File: src/rtl/mxc_pkg.sv
// Shared parameters, reset defaults and config record for the
// multiplexed-counter pulse shaper.
package mxc_pkg;

   localparam int NCH = 8;
   localparam int WW  = 16;

   localparam logic [WW-1:0] WIDTH_RST = WW'(1);
   localparam logic          EN_RST    = 1'b0;
   localparam logic          POL_RST   = 1'b0;

   typedef struct packed {
      logic [WW-1:0] width;
      logic          en;
      logic          pol;
   } mxc_cfg_t;

   function automatic mxc_cfg_t cfg_rst();
      mxc_cfg_t c;
      c.width = WIDTH_RST;
      c.en    = EN_RST;
      c.pol   = POL_RST;
      return c;
   endfunction

endpackage

File: src/rtl/mxc_pulse_shaper_if.sv
// Register-write bus carrying per-channel pulse configuration.
interface mxc_pulse_shaper_if;
   import mxc_pkg::*;

   logic          cfg_wr;
   logic [2:0]    cfg_sel;
   logic [WW-1:0] cfg_width;
   logic          cfg_en;
   logic          cfg_pol;

   modport master (
      output cfg_wr, cfg_sel, cfg_width, cfg_en, cfg_pol
   );

   modport slave (
      input cfg_wr, cfg_sel, cfg_width, cfg_en, cfg_pol
   );

endinterface

File: src/rtl/mxc_pulse_chan.sv
// One shaper channel: edge detect, width counter, config,
// registered outputs and sticky edge flag.
module mxc_pulse_chan
   import mxc_pkg::*;
(
   input  logic     clk,
   input  logic     rst_n,
   input  logic     i_mxc,
   input  logic     i_wr,
   input  mxc_cfg_t i_cfg,
   input  logic     i_clr,
   output logic     o_pulse,
   output logic     o_busy,
   output logic     o_seen
);

   mxc_cfg_t      r_cfg;
   logic          r_prev;
   logic [WW-1:0] r_cnt;
   logic          r_busy;
   logic          r_pulse;
   logic          r_seen;

   logic [WW-1:0] w_cnt_nxt;
   logic          w_edge;
   logic          w_fire;
   logic          w_pol_nxt;

   assign w_edge = i_mxc & ~r_prev;
   assign w_fire = w_edge & r_cfg.en & (r_cfg.width != '0);
   assign w_pol_nxt = i_wr ? i_cfg.pol : r_cfg.pol;

   // Disabling a channel truncates any pulse in progress.
   always_comb begin
      w_cnt_nxt = r_cnt;
      if (i_wr && !i_cfg.en)
         w_cnt_nxt = '0;
      else if (w_fire)
         w_cnt_nxt = r_cfg.width;
      else if (r_cnt != '0)
         w_cnt_nxt = r_cnt - WW'(1);
   end

   always_ff @(posedge clk or negedge rst_n) begin
      if (!rst_n) begin
         r_cfg   <= cfg_rst();
         r_prev  <= 1'b0;
         r_cnt   <= '0;
         r_busy  <= 1'b0;
         r_pulse <= 1'b0;
         r_seen  <= 1'b0;
      end else begin
         if (i_wr)
            r_cfg <= i_cfg;
         r_prev  <= i_mxc;
         r_cnt   <= w_cnt_nxt;
         r_busy  <= (w_cnt_nxt != '0);
         r_pulse <= (w_cnt_nxt != '0) ^ w_pol_nxt;
         r_seen  <= w_edge | (r_seen & ~i_clr);
      end
   end

   assign o_pulse = r_pulse;
   assign o_busy  = r_busy;
   assign o_seen  = r_seen;

endmodule

File: src/rtl/mxc_pulse_shaper.sv
// Shapes rising edges of the multiplexed-counter clock outputs
// into programmable-width, polarity-selectable trigger pulses.
module mxc_pulse_shaper
   import mxc_pkg::*;
(
   input  logic               clk,
   input  logic               rst_n,
   input  logic [NCH-1:0]     mxc_in,
   mxc_pulse_shaper_if.slave  cfg,
   input  logic [NCH-1:0]     clr_seen,
   output logic [NCH-1:0]     pulse_out,
   output logic [NCH-1:0]     busy,
   output logic [NCH-1:0]     edge_seen
);

   mxc_cfg_t       w_cfg;
   logic [NCH-1:0] w_wr;

   assign w_cfg.width = cfg.cfg_width;
   assign w_cfg.en    = cfg.cfg_en;
   assign w_cfg.pol   = cfg.cfg_pol;

   for (genvar i = 0; i < NCH; i++) begin : g_ch
      assign w_wr[i] = cfg.cfg_wr && (cfg.cfg_sel == 3'(i));

      mxc_pulse_chan u_chan (
         .clk     (clk),
         .rst_n   (rst_n),
         .i_mxc   (mxc_in[i]),
         .i_wr    (w_wr[i]),
         .i_cfg   (w_cfg),
         .i_clr   (clr_seen[i]),
         .o_pulse (pulse_out[i]),
         .o_busy  (busy[i]),
         .o_seen  (edge_seen[i])
      );
   end

endmodule

File: src/flat_wrapper.sv
// flat-port wrapper written by rule: the top's interface ports become plain ports
module mxc_pulse_shaper_flat import mxc_pkg::*;
  (clk, rst_n, mxc_in, clr_seen, pulse_out, busy, edge_seen, cfg_cfg_wr, cfg_cfg_sel, cfg_cfg_width, cfg_cfg_en, cfg_cfg_pol);
  mxc_pulse_shaper_if cfg_i ();
  input  logic clk;
  input  logic rst_n;
  input  logic [NCH-1:0] mxc_in;
  input  logic [NCH-1:0] clr_seen;
  output logic [NCH-1:0] pulse_out;
  output logic [NCH-1:0] busy;
  output logic [NCH-1:0] edge_seen;
  input wire logic [$bits(cfg_i.cfg_wr)-1:0] cfg_cfg_wr;
  input wire logic [$bits(cfg_i.cfg_sel)-1:0] cfg_cfg_sel;
  input wire logic [$bits(cfg_i.cfg_width)-1:0] cfg_cfg_width;
  input wire logic [$bits(cfg_i.cfg_en)-1:0] cfg_cfg_en;
  input wire logic [$bits(cfg_i.cfg_pol)-1:0] cfg_cfg_pol;
  assign cfg_i.cfg_wr = cfg_cfg_wr;
  assign cfg_i.cfg_sel = cfg_cfg_sel;
  assign cfg_i.cfg_width = cfg_cfg_width;
  assign cfg_i.cfg_en = cfg_cfg_en;
  assign cfg_i.cfg_pol = cfg_cfg_pol;
  mxc_pulse_shaper u_core (.clk(clk), .rst_n(rst_n), .mxc_in(mxc_in), .cfg(cfg_i), .clr_seen(clr_seen), .pulse_out(pulse_out), .busy(busy), .edge_seen(edge_seen));
endmodule
File: config.mk
export PLATFORM = sky130hd
export DESIGN_NAME = mxc_pulse_shaper_flat
export DESIGN_NICKNAME = d
export VERILOG_FILES = /design/src/rtl/mxc_pkg.sv /design/src/rtl/mxc_pulse_shaper_if.sv /design/src/rtl/mxc_pulse_chan.sv /design/src/rtl/mxc_pulse_shaper.sv /design/src/flat_wrapper.sv
export SDC_FILE = /design/constraint.sdc
export NUM_CORES = 1
export LEC_CHECK = 0
export CORE_MARGIN = 4
export CORE_UTILIZATION = 45
export CTS_CLUSTER_DIAMETER = 100
export CTS_CLUSTER_SIZE = 25
export DETAILED_ROUTE_END_ITERATION = 8
export GPL_ROUTABILITY_DRIVEN = 0
export PLACE_DENSITY_LB_ADDON = 0.1
export SYNTH_ARGS = -nofsm -noshare
export SYNTH_HDL_FRONTEND = slang
export SYNTH_HIERARCHICAL = 1
export SYNTH_SLANG_ARGS = --single-unit
export TNS_END_PERCENT = 5
File: constraint.sdc
create_clock -name clk -period 2.5 [get_ports clk]
set_input_delay 0.75 -clock clk [delete_from_list [all_inputs] [get_ports clk]]
set_output_delay 0.75 -clock clk [all_outputs]
set_load 0.005 [all_outputs]
==> results.yml <==
outcome:
  outcome: "complete, but fails checks"
  violations: "setup timing"
drt:
  routedWlPerCell_um: 18.8
  post-route-drc-count: 0
  drtIter0Drc: 761
  totalWireLength_um: 44200
  dr_total_vias: 13200
  dr.pass1.iters: 5
  avgViaCountPerCell: 5.60
  postRouteAntennaNets: 0
global_route:
  grt_overflow: 0
  grt_use_total_pct: 22.7
  first_global_vias: 13100
  grt_max_degree: 61
  antenna_found_initial: 4
  grt_pass1_wl_um: 70700
flow_run:
  maxCapViolations: 0
final_layout:
  fin_area_mm2: 0.0206
  fin_util_pct: 59.8
  fillers: 2975
  layout-drive-gt1-share_pct: 37.1
  syn2layout_area_growth_pct: 31.0
  nets: 1943
  antenna_cells: 0
timing:
  clock.fmax_mhz: 373
  min_period_ns: 2.68
  whs_ns: 0.194
  drv_slew: 0
  worst_slew_pin_slew_ns: 0.688
  setup_ws_ns: -0.182
  rsz0062_at_grt: "true"
  hold_viol_final: 0
  slew_headroom_pct: 54.0
  finalCritPeriodShare_pct: 107
  finalSetupViolCount: 10
  skew_ns: 0.0150
die:
  io_pins: 64
  num_rows: 68
  dieWidth_um: 195
  initial_core_util_pct: 45.6
  dieHeight_um: 195
  dieArea_mm2: 0.0381
  core_mm2: 0.0345
logic_synthesis:
  ys_seq_area_share_pct: 48.3
  yosys.area.top_type: "dfrtp_1"
  synth-seq-cells: 304
  synthTopCellsByArea: "dfrtp_1 (47%), mux2_2 (10%), nor4_1 (2.6%)"
  synth_cell_type_count: 69
  ys.warnings.count: 6
  synth_top_area_share_pct: 47.0
  synthArstFlopShare_pct: 100
  synthCells: 1460
  syn_nets: 1516
  synth_edf_count: 0
  ys.flop_type: "dfrtp_1"
  synth_area_mm2: 0.0158
  syn_avg_cell_area_um2: 10.8
clock_tree:
  cts_tree: "done"
  numCtsBuffers: 16
  ctsHoldBuffers: 0
  clk_pin_slew_ns: 0.10
  cts_max_path_buffers: 3
  htreeDepth: 1
  cts_sinks: 304
  clockRootBuffer: "clkbuf_16"
  insertion_delay_ns: 0.52
worst_setup_path:
  worst-path-max-fanout: 4
  cp_common_cell: "nand2_1"
  slowest_stage: "or4_1"
  crit_buf_inv: 1
  start_kind: "register"
  cpPeakStageDelay_ns: 0.60
  path_cells: "or4_1, buf_4, and4bb_1, nand2_1, nand2_1, a311oi_1, nor4_1, nand4_1, xor2_1"
  cp_top_family: "simple AND/OR/NAND/NOR gates"
  end_kind: "register"
  path_class: "reg2reg"
  worstPathRequired_ns: 2.89
  arrival_ns: 3.07
power_and_ir_drop:
  ir_worst_vdd_mv: 0.523
  p_leak_nw: 8.76
  p_per_area_mw_per_mm2: 940
placement:
  io_buffers: 63
  dp_hpwl_um: 32400
  dpl_cell_area_mm2: 0.0198
min_path:
  hp-class: "in2async"
layer usage:
layer / up-vias / global-route usage [%] / wire (um)
met5: - / 0 / 25
met4: 4 / 6.49 / 1340
met3: 76 / 2.59 / 1670
met2: 286 / 37.5 / 20900
met1: 6473 / 32.0 / 20200
li1: 6338 / - / -
final timing paths:
check / end / slack [ns] / from / cells after the start
max: u_core/g_ch[2].u_chan/o_pulse / -0.18 / u_core/g_ch[2].u_chan/r_cnt[8] / 9
min: u_core/g_ch[3].u_chan/r_cfg[1] / 0.19 / rst_n / 1
max reg2reg: u_core/g_ch[2].u_chan/o_pulse / -0.18 / u_core/g_ch[2].u_chan/r_cnt[8] / 9
min reg2reg: u_core/g_ch[1].u_chan/o_seen / 0.46 / u_core/g_ch[1].u_chan/r_prev / 1
max in group asynchronous: u_core/g_ch[4].u_chan/r_cfg[2] / 1.58 / rst_n / 2
min in group clk: u_core/g_ch[1].u_chan/o_seen / 0.46 / u_core/g_ch[1].u_chan/r_prev / 1
area by class of cell:
type	count	area (um2)	area share, %
clock buffers	24	462	2.24
flip-flops and latches	304	7620	36.9
repair buffers	473	3810	18.5
inverters	32	120	0.582
multi-input cells	1060	8030	38.9
clock inverters	3	26.3	0.127
well taps	455	569	2.76
sequential cells by signal, summed over array words and instances (netlist names):
signal and flops:
u_core/g_ch.u_chan/r_cfg 144, u_core/g_ch.u_chan/r_cnt 128, u_core/g_ch.u_chan/o_busy 8, u_core/g_ch.u_chan/o_pulse 8, u_core/g_ch.u_chan/o_seen 8, u_core/g_ch.u_chan/r_prev 8
cells in the final DEF (no fill, tap or decap), types with 9 or more instances in the layout:
master / instances
a211oi_1: 15
a21oi_1: 59
a31oi_1: 29
and3_1: 12
buf_4: 400
clkbuf_16: 17
clkdlybuf4s50_1: 62
dfrtp_1: 296
ha_1: 14
inv_1: 29
mux2_2: 144
mux2i_1: 26
nand2_1: 58
nand2b_1: 17
nand3_1: 26
nand3_2: 10
nand3b_1: 11
nand4_1: 31
nor2_1: 106
nor3_1: 42
nor4_1: 50
nor4_2: 17
o21ai_0: 72
o21ai_1: 38
o22ai_1: 9
o311a_1: 11
o31ai_1: 26
or3_1: 21
xnor2_1: 21
xor2_1: 35
synth_stat cells, types with 8 or more instances:
cell,count
a211oi_1,18
mux2i_1,26
nand2b_1,18
mux2_2,144
or4_1,10
or3_1,21
nand4_1,31
xnor2_1,22
nor3_1,43
o21ai_1,35
nor4_1,66
nand2_1,58
and3_1,12
inv_1,32
nor2b_1,8
a31oi_1,29
o311a_1,11
dfstp_2,8
xor2_1,35
clkbuf_1,30
nand3_2,10
nor2_1,109
nand3_1,26
o22ai_1,9
o31ai_1,28
nand3b_1,11
a21oi_1,59
dfrtp_1,296
o21ai_0,76
ha_1,16
buf_1,13
buf_2,20
what timing repair did:
item / CTS / global route
setup buffers: 10 / 1
setup endpoints to repair: 15 / 19
pin swaps: 17 / 12
gates resized for setup: 40 / 16
per-stage QoR:
stage          setup slack [ns]  power [mW]  std cells  TNS, ns
3_5_place_dp             -0.693        16.1       2313   -11.48
2_1_floorplan           -0.0255        12.1       1460  -0.0466
4_1_cts                  -0.176        19.4       2350   -0.713
6_report                 -0.182        19.4       2351   -0.708
3_3_place_gp             -0.696        15.9       2313    -9.69
5_1_grt                  -0.304        20.7       2351    -3.18
kinds of logic after synthesis:
kind of cell	after synthesis	share of synthesized area, %
AO/OA/AOI/OAI	308	12.5
AND/OR/NAND/NOR	509	20.3
XOR/XNOR	57	3.17
multiplexers	170	11.9
flip-flops	304	48.3
adder cells (fa/ha/maj)	16	1.27
buffers and inverters	96	2.49
power breakdown:
group          internal (mW)  switching [mW]
registers               6.49            1.45
clock network           1.31            1.64
logic                   4.53            3.98
total                   12.3            7.07
Note: power is estimated with default switching activity, not from simulation.
